`src/rtl/alu_issue_queue.sv`:
```
`default_nettype none
// +--------------------------------------------------------------------------+
// | Module   : alu_issue_queue                                               |
// | Purpose  : Command stage in front of the alu block. Buffers operand/     |
// |            opcode commands from a valid/ready producer, issues at most   |
// |            one command per cycle onto the alu a/b/o inputs and captures  |
// |            the returning result/carry/borrow into a result buffer that   |
// |            is drained by valid/ready. Issue is credit-based, so a result |
// |            always has a buffer slot when it returns. Strictly in order.  |
// | Ports    : clk, rst_n          clock / asynchronous active-low reset    |
// |            i_in_valid/o_in_ready, i_in_a, i_in_b, i_in_op  command in    |
// |            o_alu_a, o_alu_b, o_alu_o                       to alu        |
// |            i_alu_result, i_alu_c, i_alu_bo                 from alu      |
// |            o_out_valid/i_out_ready, o_out_result, o_out_c, o_out_bo      |
// |                                                            result out    |
// |            o_busy  any command queued, in flight or buffered             |
// | Revision : 1.0 - initial release                                         |
// +--------------------------------------------------------------------------+

module alu_issue_queue #(
  parameter int WIDTH   = 8,
  parameter int OPW     = 2,
  parameter int DEPTH   = 4,
  parameter int RDEPTH  = 2,
  parameter int ALU_LAT = 1
) (
  input  logic             clk,
  input  logic             rst_n,
  // command input
  input  logic             i_in_valid,
  output logic             o_in_ready,
  input  logic [WIDTH-1:0] i_in_a,
  input  logic [WIDTH-1:0] i_in_b,
  input  logic [OPW-1:0]   i_in_op,
  // alu interface
  output logic [WIDTH-1:0] o_alu_a,
  output logic [WIDTH-1:0] o_alu_b,
  output logic [OPW-1:0]   o_alu_o,
  input  logic [WIDTH-1:0] i_alu_result,
  input  logic             i_alu_c,
  input  logic             i_alu_bo,
  // result output
  output logic             o_out_valid,
  input  logic             i_out_ready,
  output logic [WIDTH-1:0] o_out_result,
  output logic             o_out_c,
  output logic             o_out_bo,
  // status
  output logic             o_busy
);

  // ------------------------------------------------------------------------
  // Derived widths and constants
  // ------------------------------------------------------------------------
  localparam int c_aw  = $clog2(DEPTH);
  localparam int c_cw  = $clog2(DEPTH) + 1;
  localparam int c_raw = $clog2(RDEPTH);
  localparam int c_rcw = $clog2(RDEPTH) + 1;
  // Credit arithmetic must hold rcnt + inflight and RDEPTH + 1 without wrap.
  localparam int c_kw  = $clog2(RDEPTH + ALU_LAT + 1) + 1;
  localparam int c_ew  = 2 * WIDTH + OPW;
  localparam int c_rw  = WIDTH + 2;

  localparam logic [c_cw-1:0]  c_depth      = c_cw'(DEPTH);
  localparam logic [c_rcw-1:0] c_rdepth_cnt = c_rcw'(RDEPTH);
  localparam logic [c_kw-1:0]  c_rdepth_crd = c_kw'(RDEPTH);

  // ------------------------------------------------------------------------
  // State
  // ------------------------------------------------------------------------
  logic [c_ew-1:0]    r_cmd_mem [DEPTH];
  logic [c_aw-1:0]    r_cmd_wptr;
  logic [c_aw-1:0]    r_cmd_rptr;
  logic [c_cw-1:0]    r_cmd_cnt;
  logic               r_in_ready;

  logic [WIDTH-1:0]   r_alu_a;
  logic [WIDTH-1:0]   r_alu_b;
  logic [OPW-1:0]     r_alu_o;

  // One valid bit per outstanding alu operation; bit 0 is set on issue.
  logic [ALU_LAT-1:0] r_pipe;

  logic [c_rw-1:0]    r_res_mem [RDEPTH];
  logic [c_raw-1:0]   r_res_wptr;
  logic [c_raw-1:0]   r_res_rptr;
  logic [c_rcw-1:0]   r_res_cnt;

  // ------------------------------------------------------------------------
  // Combinational control
  // ------------------------------------------------------------------------
  logic               w_push;
  logic               w_issue;
  logic               w_capture;
  logic               w_drain;
  logic               w_credit_ok;
  logic [c_cw-1:0]    w_cmd_cnt_nxt;
  logic [c_kw-1:0]    w_inflight;
  logic [c_kw-1:0]    w_used;
  logic [c_kw-1:0]    w_limit;
  logic [c_rw-1:0]    w_res_head;

  // in_ready is a register, so a full FIFO refuses a push even on an edge
  // where the head is issued.
  assign w_push    = i_in_valid && r_in_ready;
  assign w_drain   = (r_res_cnt != '0) && i_out_ready;
  assign w_capture = r_pipe[ALU_LAT-1];

  always_comb begin
    w_inflight = '0;
    for (int i = 0; i < ALU_LAT; i++) begin
      w_inflight = w_inflight + c_kw'(r_pipe[i]);
    end
  end

  // Every buffered or in-flight result owns a result-buffer slot. A slot
  // drained on this edge is free again before any newly issued command can
  // return (ALU_LAT >= 1), so it is credited immediately; this is what lets
  // RDEPTH = ALU_LAT + 1 sustain one command per cycle.
  assign w_used      = c_kw'(r_res_cnt) + w_inflight;
  assign w_limit     = c_rdepth_crd + c_kw'(w_drain);
  assign w_credit_ok = (w_used < w_limit);
  assign w_issue     = (r_cmd_cnt != '0) && w_credit_ok;

  assign w_cmd_cnt_nxt = r_cmd_cnt + c_cw'(w_push) - c_cw'(w_issue);

  // ------------------------------------------------------------------------
  // Command FIFO storage (data only, no reset needed)
  // ------------------------------------------------------------------------
  always_ff @(posedge clk) begin
    if (w_push) begin
      r_cmd_mem[r_cmd_wptr] <= {i_in_a, i_in_b, i_in_op};
    end
  end

  // ------------------------------------------------------------------------
  // Command FIFO control and alu operand registers
  // ------------------------------------------------------------------------
  always_ff @(posedge clk or negedge rst_n) begin
    if (!rst_n) begin
      r_cmd_wptr <= '0;
      r_cmd_rptr <= '0;
      r_cmd_cnt  <= '0;
      r_in_ready <= 1'b1;
      r_alu_a    <= '0;
      r_alu_b    <= '0;
      r_alu_o    <= '0;
    end else begin
      if (w_push) begin
        r_cmd_wptr <= r_cmd_wptr + c_aw'(1);
      end
      if (w_issue) begin
        r_cmd_rptr                  <= r_cmd_rptr + c_aw'(1);
        {r_alu_a, r_alu_b, r_alu_o} <= r_cmd_mem[r_cmd_rptr];
      end
      r_cmd_cnt  <= w_cmd_cnt_nxt;
      r_in_ready <= (w_cmd_cnt_nxt < c_depth);
    end
  end

  // ------------------------------------------------------------------------
  // In-flight tracking: the issue bit walks ALU_LAT stages; when it sits in
  // the last stage the alu result is valid at that edge.
  // ------------------------------------------------------------------------
  generate
    if (ALU_LAT == 1) begin : g_pipe_single
      always_ff @(posedge clk or negedge rst_n) begin
        if (!rst_n) begin
          r_pipe <= '0;
        end else begin
          r_pipe <= w_issue;
        end
      end
    end else begin : g_pipe_shift
      always_ff @(posedge clk or negedge rst_n) begin
        if (!rst_n) begin
          r_pipe <= '0;
        end else begin
          r_pipe <= {r_pipe[ALU_LAT-2:0], w_issue};
        end
      end
    end
  endgenerate

  // ------------------------------------------------------------------------
  // Result buffer. Storage is cleared on reset so the combinational head
  // outputs read zero until the first result lands.
  // ------------------------------------------------------------------------
  always_ff @(posedge clk or negedge rst_n) begin
    if (!rst_n) begin
      for (int i = 0; i < RDEPTH; i++) begin
        r_res_mem[i] <= '0;
      end
      r_res_wptr <= '0;
      r_res_rptr <= '0;
      r_res_cnt  <= '0;
    end else begin
      if (w_capture) begin
        r_res_mem[r_res_wptr] <= {i_alu_result, i_alu_c, i_alu_bo};
        r_res_wptr            <= r_res_wptr + c_raw'(1);
      end
      if (w_drain) begin
        r_res_rptr <= r_res_rptr + c_raw'(1);
      end
      r_res_cnt <= r_res_cnt + c_rcw'(w_capture) - c_rcw'(w_drain);
    end
  end

  assign w_res_head = r_res_mem[r_res_rptr];

  // ------------------------------------------------------------------------
  // Outputs
  // ------------------------------------------------------------------------
  assign o_in_ready   = r_in_ready;
  assign o_alu_a      = r_alu_a;
  assign o_alu_b      = r_alu_b;
  assign o_alu_o      = r_alu_o;
  assign o_out_valid  = (r_res_cnt != '0);
  assign o_out_result = w_res_head[c_rw-1:2];
  assign o_out_c      = w_res_head[1];
  assign o_out_bo     = w_res_head[0];
  assign o_busy       = (r_cmd_cnt != '0) || (r_pipe != '0) || (r_res_cnt != '0);

  // ------------------------------------------------------------------------
  // Safety properties
  // ------------------------------------------------------------------------
  a_capture_not_full: assert property (@(posedge clk) disable iff (!rst_n)
    w_capture |-> (r_res_cnt < c_rdepth_cnt));

  a_issue_not_empty: assert property (@(posedge clk) disable iff (!rst_n)
    w_issue |-> (r_cmd_cnt != '0));

  a_drain_not_empty: assert property (@(posedge clk) disable iff (!rst_n)
    w_drain |-> (r_res_cnt != '0));

endmodule

`default_nettype wire

```
`config.mk`:
```
export PLATFORM = sky130hd
export DESIGN_NAME = alu_issue_queue
export DESIGN_NICKNAME = d
export VERILOG_FILES = /design/src/rtl/alu_issue_queue.sv
export SDC_FILE = /design/constraint.sdc
export NUM_CORES = 1
export LEC_CHECK = 0
export CAP_MARGIN = 20
export CORE_UTILIZATION = 59
export CTS_BUF_LIST = sky130_fd_sc_hd__clkbuf_4
export CTS_CLUSTER_SIZE = 20
export DETAILED_ROUTE_END_ITERATION = 6
export MAX_ROUTING_LAYER = met4
export PLACE_DENSITY = 0.85
export SYNTH_ARGS = -nofsm -noshare
export SYNTH_HDL_FRONTEND = slang
export SYNTH_SLANG_ARGS = --single-unit
```
`constraint.sdc`:
```
create_clock -name clk -period 6.8 [get_ports clk]
set_clock_uncertainty 0.05 [all_clocks]
set_input_delay 1.36 -clock clk [delete_from_list [all_inputs] [get_ports clk]]
set_output_delay 1.36 -clock clk [all_outputs]
set_load 0.005 [all_outputs]
```
Word-level counts from Yosys, hierarchy flattened
Memories as Yosys holds them, arrays and structs flattened. A register that Yosys moved wholly into a read port is not among the register bits.
Cells that the tools add are included.
Cells by class
  add/sub/neg operators: 10
  magnitude comparators: 5
  bitwise operators: 2
  multiplexer cells: 8
  reductions and logical operators: 9
Operator list (number)
  $mux W10: 4
  $bwmux W20: 1
  $demux W10 S1: 1
  $add A2 B1 Y2 const B: 2
  $ge A2 B2 Y1 const B: 2
  $logic_and A1 B1 Y1: 4
  $not A1 Y2: 2
  $add A2 B1 Y3: 1
  $add A2 B1 Y3 const A: 1
  $add A3 B1 Y3: 1
  $lt A3 B3 Y1: 1
  $lt A3 B3 Y1 const B: 1
  $reduce_bool A3 Y1: 1
  $sub A3 B1 Y3: 1
  $add A1 B1 Y1 const B: 2
  $add A2 B1 Y2: 1
  $logic_or A1 B1 Y1: 2
  $lt A2 B1 Y1 const B: 1
  $mux W1: 2
  $reduce_bool A2 Y1: 1
  $sub A2 B1 Y2: 1
  $logic_not A1 Y1: 1
Word-level totals
  flip-flop bits (word level): 33
  memories kept: 1
  RAM bits: 72
Memories
  r_cmd_mem: depth 4, width 18, read ports 1, clocked after Yosys merged registers in 1, wr ports 1, RTL line 71  | logic [c_ew-1:0] r_cmd_mem [DEPTH];

Depth between registers and ports, before layout
Gate-level depths: netlist of run 1.
  word-level depth: 7
  depth in mapped cells: 14
  mapped depth without buffers: 13

Worst setup path after synthesis of run 1
No wires, ideal clock.
  kind: input port to flip-flop
  start: input i_out_ready
  end: register r_cmd_cnt[2]
  slack: 3.528 ns
  path buffers: 1
  arrival time: 3.101 ns
  stages: 13
  path through: o21ai_1 > o21ai_2 > nand2_1 > buf_4 > inv_1 > ha_1 > inv_1 > ha_1 > inv_1 > fa_1 > xnor2_1 > xor2_1 > inv_1
On the way
  longest elaborated chain between the ends: 5
RTL lines
  start, declared: RTL line 44  | input logic i_out_ready,
  $logic_and A1 B1 Y1: RTL line 106  | assign w_drain = (r_res_cnt != '0) && i_out_ready;
  $add A2 B1 Y3: RTL line 121  | assign w_limit = c_rdepth_crd + c_kw'(w_drain);
  $lt A3 B3 Y1: RTL line 122  | assign w_credit_ok = (w_used < w_limit);
  $logic_and A1 B1 Y1: RTL line 123  | assign w_issue = (r_cmd_cnt != '0) && w_credit_ok;
  via w_issue: RTL line 93  | logic w_issue;
  $sub A3 B1 Y3: RTL line 125  | assign w_cmd_cnt_nxt = r_cmd_cnt + c_cw'(w_push) - c_cw'(w_issue);
  via w_cmd_cnt_nxt[2]: RTL line 97  | logic [c_cw-1:0] w_cmd_cnt_nxt;
  end signal, assigned: RTL line 156  | r_cmd_cnt <= w_cmd_cnt_nxt;
  end, declared: RTL line 74  | logic [c_cw-1:0] r_cmd_cnt;
The timed path passes the listed nets, and every way through them passes these cells.
A chain may end at the register's enable or synchronous reset.

Worst setup path after layout of run 1
Same ends and word-level chain as after synthesis.

==> results.cfg, run 1 <==
[worst_setup_path]
cp_common_cell = inv_1
cp-start-kind = input pin
critPathKind = in2reg
critPathSlowestCell = nand2_1
crit_buf_inv = 5
r2r_end = r_cmd_cnt[2]
critical_path_arrival_ns = 4.25
cp_cell_sequence = clkdlybuf4s50_1 > o21ai_1 > o21ai_2 > nand2_1 > inv_1 > ha_1 > inv_1 > ha_1 > inv_1 > fa_1 > xnor2_1 > xor2_1 > inv_1
reg2regPathDepth = 13
reg2reg_slack_ns = 3.36
r2r_start = r_pipe
cp_max_fo = 20
cpPeakStageDelay_ns = 0.69
critPathTopFamily = adder cells
worst_setup_path_end_kind = flop
worstPathRequired_ns = 7.13
startpoint = i_out_ready

[logic_synthesis]
synth_area_leaders = edfxtp_1 45%, dfrtp_1 26%, mux2_2 11%
synth_area_um2 = 4800
yosys.area.top_type = edfxtp_1
syn_inst = 244
synthAdderAreaFrac_pct = 3.02
syn_avg_cell_area_um2 = 19.7
synthDominantCellAreaShare_pct = 45.0
syn_nets = 287
synth_top_family_by_area = multiplexers
ys_seq_area_share_pct = 71.7
synthSimpleGateAreaFrac_pct = 1.46
synth-compound-area-share_pct = 0.287
synth-seq-cells = 123
yosys_warnings = 0
synth.area.mux_share_pct = 19.9
ys_types = 22
synth_xor_area_share_pct = 1.64

[pwr]
vdd_drop_max_v = 0.000263
leakagePower_nw = 2.19
p_total_mw = 2.80
powerDensity_nw_per_um2 = 480

[clock_tree]
cts_resized = 0
cts.sinks = 123
post-cts-setup-buffers = 0
ctsHoldBuffers = 0
clock_latency_ns = 0.49
clk_pin_slew_ns = 0.10
cts_tree = built
clockRootBuffer = clkbuf_4
cts_buffers = 17
htree_levels = 4
cts_buffer_depth = 2

[run_status]
outcome = complete, no violations

[route]
wl_um = 8070
post_drt_wl_per_cell_um = 18.6
drc_errors = 0
vias_per_cell = 5.47
drt_iter0_drc = 84
ant_nets = 0
firstDrtPassIters = 4
num_vias = 2374

[final_layout]
multiInputGateArea_um2 = 1260
drive_gt1_share_pct = 31.6
regArea_um2 = 3440
final_cell_mix = 72 x edfxtp_1, 61 x clkdlybuf4s50_1, 50 x dfrtp_1
nets = 362
final_area_um2 = 5830
mostFrequentLayoutCell = edfxtp_1
n_fill_cell = 488
syn2layout_area_growth_pct = 21.5
final_core_util_pct = 74.7
antennaDiodeCount = 0

[sta]
setup_viol = 0
worst_slew_pin_slew_ns = 1.02
period_needed_ns = 3.92
final.setup.tns_ns = 0
max_slew_margin_pct = 31.9
period_share_pct = 57.7
holdWs_ns = 0.426
drv_slew = 0
final_hold_viol_count = 0
timing.fmax_ghz = 0.255
rsz0062_at_grt = false

[floorplan]
boundaryPins = 63
row_count = 32
fp.dieW_um = 92.2
start_util_pct = 61.5
die_y_um = 92.2
die-area_um2 = 8500
core_um2 = 7810

[global_routing]
grt_max_degree = 52
grt_pass1_wl_um = 13200
antenna_found_initial = 0
grt_pass1_vias = 2626
grt-ovfl-total = 0
grt.total_usage_pct = 22.2

[worst_hold_path]
hold_path_depth = 1
hold_end = o_in_ready
min_path_type = reg2reg
min-delay-start = r_cmd_cnt[2]

[placement]
place_area_um2 = 5500
port-buffer-count = 62
hpwl_um = 5110
gp_congestion = 0.709

[flow_run]
timing.max_cap.violations = 0
## worst reg2reg max path: stages (launching register included)
cell	delay (ns)
dfrtp_1	0.48
ha_1	0.25
ha_1	0.28
o21ai_2	0.06
nand2_1	0.69
inv_1	0.16
ha_1	0.32
inv_1	0.05
ha_1	0.13
inv_1	0.04
fa_1	0.37
xnor2_1	0.20
xor2_1	0.21
inv_1	0.06
## where the power goes
| group | internal (mW) | leakage, nW | switching, mW |
|---|---|---|---|
| sequential | 1.03 | 1.25 | 0.171 |
| combinational | 0.647 | 0.768 | 0.383 |
| clock | 0.298 | 0.169 | 0.268 |
## Yosys cell counts
cell and instances:
nand2_1 4, o21ai_1 1, mux2_2 49, nor3_1 1, dfstp_2 1, xor2_1 2, nand3_1 1, or2_2 1
buf_6 2, ha_1 10, dfrtp_1 50, o21ai_2 1, buf_2 4, edfxtp_1 72, inv_1 10, nor2b_1 1
and3_1 4, fa_1 1, xnor2_1 7, mux4_2 18, buf_4 2, nor2_1 2
## stage by stage
step                setup slack, ns  cells
floorplan                      3.53    244
global placement               2.48    402
detailed placement             2.35    402
CTS                            2.87    434
global route                   2.66    434
finish                         2.88    434
## per-layer routing
metal  vias up  wire [um]  track usage (%)
met3        10        365             5.56
li1       1081          -                -
met4         0         80             7.81
met5         -          0                -
met1      1215       3350             28.3
met2        68       4270             35.1
## cell families (layout without fill, tap and decap cells)
| family | count (synthesis) | after routing |
|---|---|---|
| AO/OA/AOI/OAI | 2 | 2 |
| XOR/XNOR | 9 | 9 |
| adder cells (fa/ha/maj) | 11 | 11 |
| buffers and inverters | 18 | 106 |
| flip-flops | 123 | 123 |
| multiplexers | 67 | 67 |
| AND/OR/NAND/NOR | 14 | 14 |
## sequential cells by signal, summed over array words and instances (netlist names)
name        count
r_cmd_mem      72
r_res_mem      20
o_alu_a         8
o_alu_b         8
r_cmd_cnt       3
o_alu_o         2
r_cmd_rptr      2
r_cmd_wptr      2
r_res_cnt       2
o_in_ready      1
r_pipe          1
r_res_rptr      1
r_res_wptr      1
## worst max path at each step
stage / cells after the start / slack [ns] / to
finish: 13 / 2.88 / r_cmd_cnt[2]
global route: 13 / 2.66 / r_cmd_cnt[2]
CTS: 13 / 2.87 / r_cmd_cnt[2]
detailed placement: 13 / 2.35 / r_cmd_cnt[2]
global placement: 13 / 2.48 / r_cmd_cnt[2]
floorplan: 13 / 3.53 / r_cmd_cnt[2]
## area by class of cell
cell class	count	share of cell area, %
Tap cell	102	2.19
Sequential cell	123	59.0
Inverter	10	0.644
Multi-Input combinational cell	103	21.7
Clock inverter	14	3.37
Timing Repair Buffer	64	10.8
Clock buffer	18	2.32
Power figures use the tool's default switching activity.
==> run 2, diff against run 1 <==
Settings changed: CORE_UTILIZATION 59 to 57, PLACE_DENSITY 0.85 to 0.82.
Clock period 6.8 ns to 3.8 ns, I/O delays scaled along.
==> run 2 against run 1 <==
Effect of this change: combinational power up 82%; wire length decreased by 3.9%; core utilization fell by 4.0 points; non-clock buffer count grew 1; via count up 1.2%; critical path depth down 11; worst setup slack worse by 1.9 ns; first-iteration DRC count is 2.4% lower; flip-flop and latch count did not move.
==> results.cfg, run 2 (same netlist as run 1, synthesis figures left out) <==
[final_layout]
final_cells = 438
final_area_um2 = 5780
mostFrequentLayoutCell = edfxtp_1
largestRegisters = r_cmd_mem x72, r_res_mem x20
largest_register_ffs = 72
top_register = r_cmd_mem
final_cell_mix = 72 x edfxtp_1, 61 x clkdlybuf4s50_1, 50 x dfrtp_1
antennaDiodeCount = 0
syn2layout_area_growth_pct = 20.5
drive_gt1_share_pct = 30.9
nets = 363

[sta]
setup_viol = 0
period_needed_ns = 2.81
rsz0062_at_grt = false
final_hold_viol_count = 0
drv_slew = 0
period_share_pct = 73.8
worst_slew_pin_slew_ns = 0.966
max_slew_margin_pct = 35.6
final.setup.tns_ns = 0
timing.fmax_ghz = 0.356

[pwr]
leakagePower_nw = 2.16
p_total_mw = 4.85
vdd_drop_max_v = 0.000416
powerDensity_nw_per_um2 = 838

[route]
num_vias = 2403
firstDrtPassIters = 4
drc_errors = 0
drt_iter0_drc = 82
ant_nets = 0
vias_per_cell = 5.49
post_drt_wl_per_cell_um = 17.7
wl_um = 7750

[clock_tree]
cts_resized = 0
cts.sinks = 123
cts_buffers = 17
ctsHoldBuffers = 0
clock_latency_ns = 0.49
htree_levels = 4
clockRootBuffer = clkbuf_4
cts_buffer_depth = 2
post-cts-setup-buffers = 0
clk_pin_slew_ns = 0.10
cts_tree = built

[flow_run]
timing.max_cap.violations = 0

[floorplan]
core_um2 = 8180
row_count = 33
start_util_pct = 58.7
die-area_um2 = 8790
die_y_um = 93.8
fp.dieW_um = 93.8
boundaryPins = 63

[global_routing]
antenna_found_initial = 0
grt.total_usage_pct = 20.3
grt_pass1_vias = 2477
grt_max_degree = 40
grt-ovfl-total = 0
grt_pass1_wl_um = 12200

[worst_hold_path]
min_path_type = in2async

[worst_setup_path]
critical_path_arrival_ns = 2.00
worst_setup_path_end_kind = output port
cp_max_fo = 11
cp_cell_sequence = mux2_2 > clkdlybuf4s50_1
cpPeakStageDelay_ns = 0.66
cp-start-kind = flop
worstPathRequired_ns = 2.99
critPathSlowestCell = dfrtp_1
critPathKind = reg2out

[run_status]
outcome = complete, no violations

[placement]
place_area_um2 = 5510
port-buffer-count = 62
gp_congestion = 0.725
hpwl_um = 5090
dp_cells = 406
-- run 2: path summary, 6_finish.rpt --
kind	cells past startpoint	slack, ns	to	startpoint
max in group asynchronous	2	2.55	o_in_ready	rst_n
hold reg to reg	1	0.42	o_in_ready	r_cmd_cnt[2]
setup / recovery	2	0.99	o_out_c	r_res_rptr
hold / removal	1	0.33	r_res_mem[6]	rst_n
min in group clk	1	0.42	o_in_ready	r_cmd_cnt[2]
setup reg to reg	13	1.14	r_cmd_cnt[2]	r_pipe
-- run 2: final cells by class --
cell class                 instances  area (um2)
clock inverter                    13         129
fill                             534        2390
inverter                          10        37.5
clock buffer                      19         143
multi-input combinational        103        1260
tap                              105         131
timing repair buffer              65         638
sequential                       123        3440
-- run 2: per-stage QoR --
step / worst slack, ns / util (%) / hold WS, ns
final: 0.995 / 70.7 / 0.332
after global routing: 0.900 / 70.7 / 0.395
after CTS: 0.951 / 70.7 / 0.340
after detailed placement: 0.695 / 67.4 / 0.414
after global placement: 0.779 / 67.4 / 0.395
after floorplan: 1.13 / - / 0.373
-- run 2: power by group --
group | total (mW) | internal [mW] | switching (mW)
registers | 2.13 | 1.85 | 0.282
clock network | 0.849 | 0.397 | 0.452
logic | 1.87 | 1.17 | 0.697
total | 4.85 | 3.42 | 1.43
-- run 2: worst max-delay path, delay by kind of cell (launching register included) --
kind,cells,cell delay (ns)
muxes,1,0.40
DFF,1,0.66
buffers and inverters,1,0.44
-- run 2: routing by layer --
layer,wire (um),GRT usage (%),share of wire [%]
met1,3230,24.9,42
met2,3990,32.0,51
met3,406,5.58,5.2
met4,130,8.59,1.7
met5,0,-,0
==> run 3, diff against run 2 <==
Clock period 3.8 ns to 2.85 ns, I/O delays scaled along.
==> run 3 against run 2 <==
Effect of this change: cell count is 1.8% higher; via count is 2.0% higher; cell area is 2.7% higher; clock-buffer cell count is 1 lower; sequential share of layout area is 1.5 points lower; worst hold slack worse by 0.18 ns; critical path depth is 11 higher; die area stayed put; total power is 42% higher; non-clock buffer count is 8 higher; sequential power is 31% higher; critical path type is now reg2reg; critical endpoint is now r_cmd_cnt[2].
==> results.cfg, run 3 (same netlist as run 1, synthesis figures left out) <==
[pwr]
vdd_drop_max_v = 0.000702
powerDensity_nw_per_um2 = 1160
leakagePower_nw = 2.25

[sta]
rsz0062_at_grt = false
period_needed_ns = 2.63
max_slew_margin_pct = 54.9
period_share_pct = 92.2
setup_ws_ns = 0.223
timing.fmax_ghz = 0.381
holdWs_ns = 0.151
drv_slew = 0
worst_slew_pin_slew_ns = 0.677
final_hold_viol_count = 0
setup_viol = 0

[worst_setup_path]
critPathKind = reg2reg
worst_setup_path_end_kind = flop
cp-start-kind = flop
worstPathRequired_ns = 3.17
r2r_start = r_res_cnt[0]
startpoint = r_res_cnt[0]
cp_max_fo = 4
critical_path_arrival_ns = 2.94

[floorplan]
core_um2 = 8180
die_y_um = 93.8
start_util_pct = 58.7
boundaryPins = 63
row_count = 33
die-area_um2 = 8790
fp.dieW_um = 93.8

[final_layout]
largest_register_ffs = 72
top_register = r_cmd_mem
nets = 371
final_cells = 446
antennaDiodeCount = 0
syn2layout_area_growth_pct = 23.7
final_core_util_pct = 72.6
mostFrequentLayoutCell = edfxtp_1
n_fill_cell = 523
largestRegisters = r_cmd_mem x72, r_res_mem x20
multiInputGateArea_um2 = 1260
regArea_um2 = 3440
final_cell_mix = 72 x edfxtp_1, 61 x clkdlybuf4s50_1, 50 x dfrtp_1
drive_gt1_share_pct = 33.4

[placement]
gp_congestion = 0.767
hpwl_um = 5200
port-buffer-count = 62
dp_cells = 414
post-place-ws_ns = -0.0624

[route]
vias_per_cell = 5.50
ant_nets = 0
firstDrtPassIters = 4
num_vias = 2451
drt_iter0_drc = 90
wl_um = 8410
drc_errors = 0
post_drt_wl_per_cell_um = 18.9

[clock_tree]
clock_latency_ns = 0.48
ctsHoldBuffers = 0
cts_resized = 0
cts_buffers = 17
cts.sinks = 123
clk_pin_slew_ns = 0.11
post-cts-setup-buffers = 0
cts_tree = built
htree_levels = 4
clockRootBuffer = clkbuf_4
cts_buffer_depth = 2

[global_routing]
antenna_found_initial = 0
grt_max_degree = 52
grt.total_usage_pct = 22.3
grt_pass1_vias = 2619
grt-ovfl-total = 0
grt_pass1_wl_um = 13400

[flow_run]
timing.max_cap.violations = 0

[worst_hold_path]
min_path_type = in2async

[run_status]
outcome = complete, no violations
## run 3: final timing paths
kind	end	slack (ns)	cells after the start
max	r_cmd_cnt[2]	0.22	13
min	r_res_mem[6]	0.15	2
max reg2reg	r_cmd_cnt[2]	0.22	13
min reg2reg	o_in_ready	0.42	1
max in group asynchronous	o_alu_b[3]	2.15	2
min in group clk	o_in_ready	0.42	1
## run 3: through the flow
stage | total power [mW] | TNS (ns) | instance area (um2)
global placement | 5.38 | 0 | 5580
detailed placement | 5.52 | -0.0624 | 5580
floorplan | 4.48 | 0 | 4800
CTS | 6.99 | 0 | 5940
finish | 6.90 | 0 | 5940
global route | 7.30 | 0 | 5940
## run 3: metal layers
metal / wire, um / global-route usage (%) / part of all wire [%] / vias to the layer above
li1: - / - / - / 1104
met1: 3440 / 26.4 / 41 / 1259
met2: 4440 / 35.6 / 53 / 78
met3: 440 / 6.88 / 5.2 / 10
met4: 91 / 9.36 / 1.1 / 0
met5: 0 / - / 0 / -
## run 3: critical path: stages, from the launching register on
cell and delay (ns):
dfrtp_1 0.42, ha_1 0.20, ha_1 0.29, o21ai_2 0.06, nand2_1 0.08, inv_1 0.06, ha_1 0.27, inv_1 0.07
ha_1 0.14, inv_1 0.05, fa_1 0.37, xnor2_1 0.18, xor2_1 0.21, inv_1 0.06
## run 3: power breakdown
| part | switching [mW] | internal [mW] |
|---|---|---|
| sequential | 0.317 | 2.47 |
| clock | 0.638 | 0.799 |
| combinational | 1.05 | 1.62 |
| total | 2.01 | 4.89 |
## run 3: cell type report
class                           count  area share, %
Sequential cell                   123           57.9
Clock buffer                       18           2.28
Timing Repair Buffer               73           12.0
Inverter                           10          0.632
Clock inverter                     14           3.67
Tap cell                          105           2.21
Multi-Input combinational cell    103           21.3
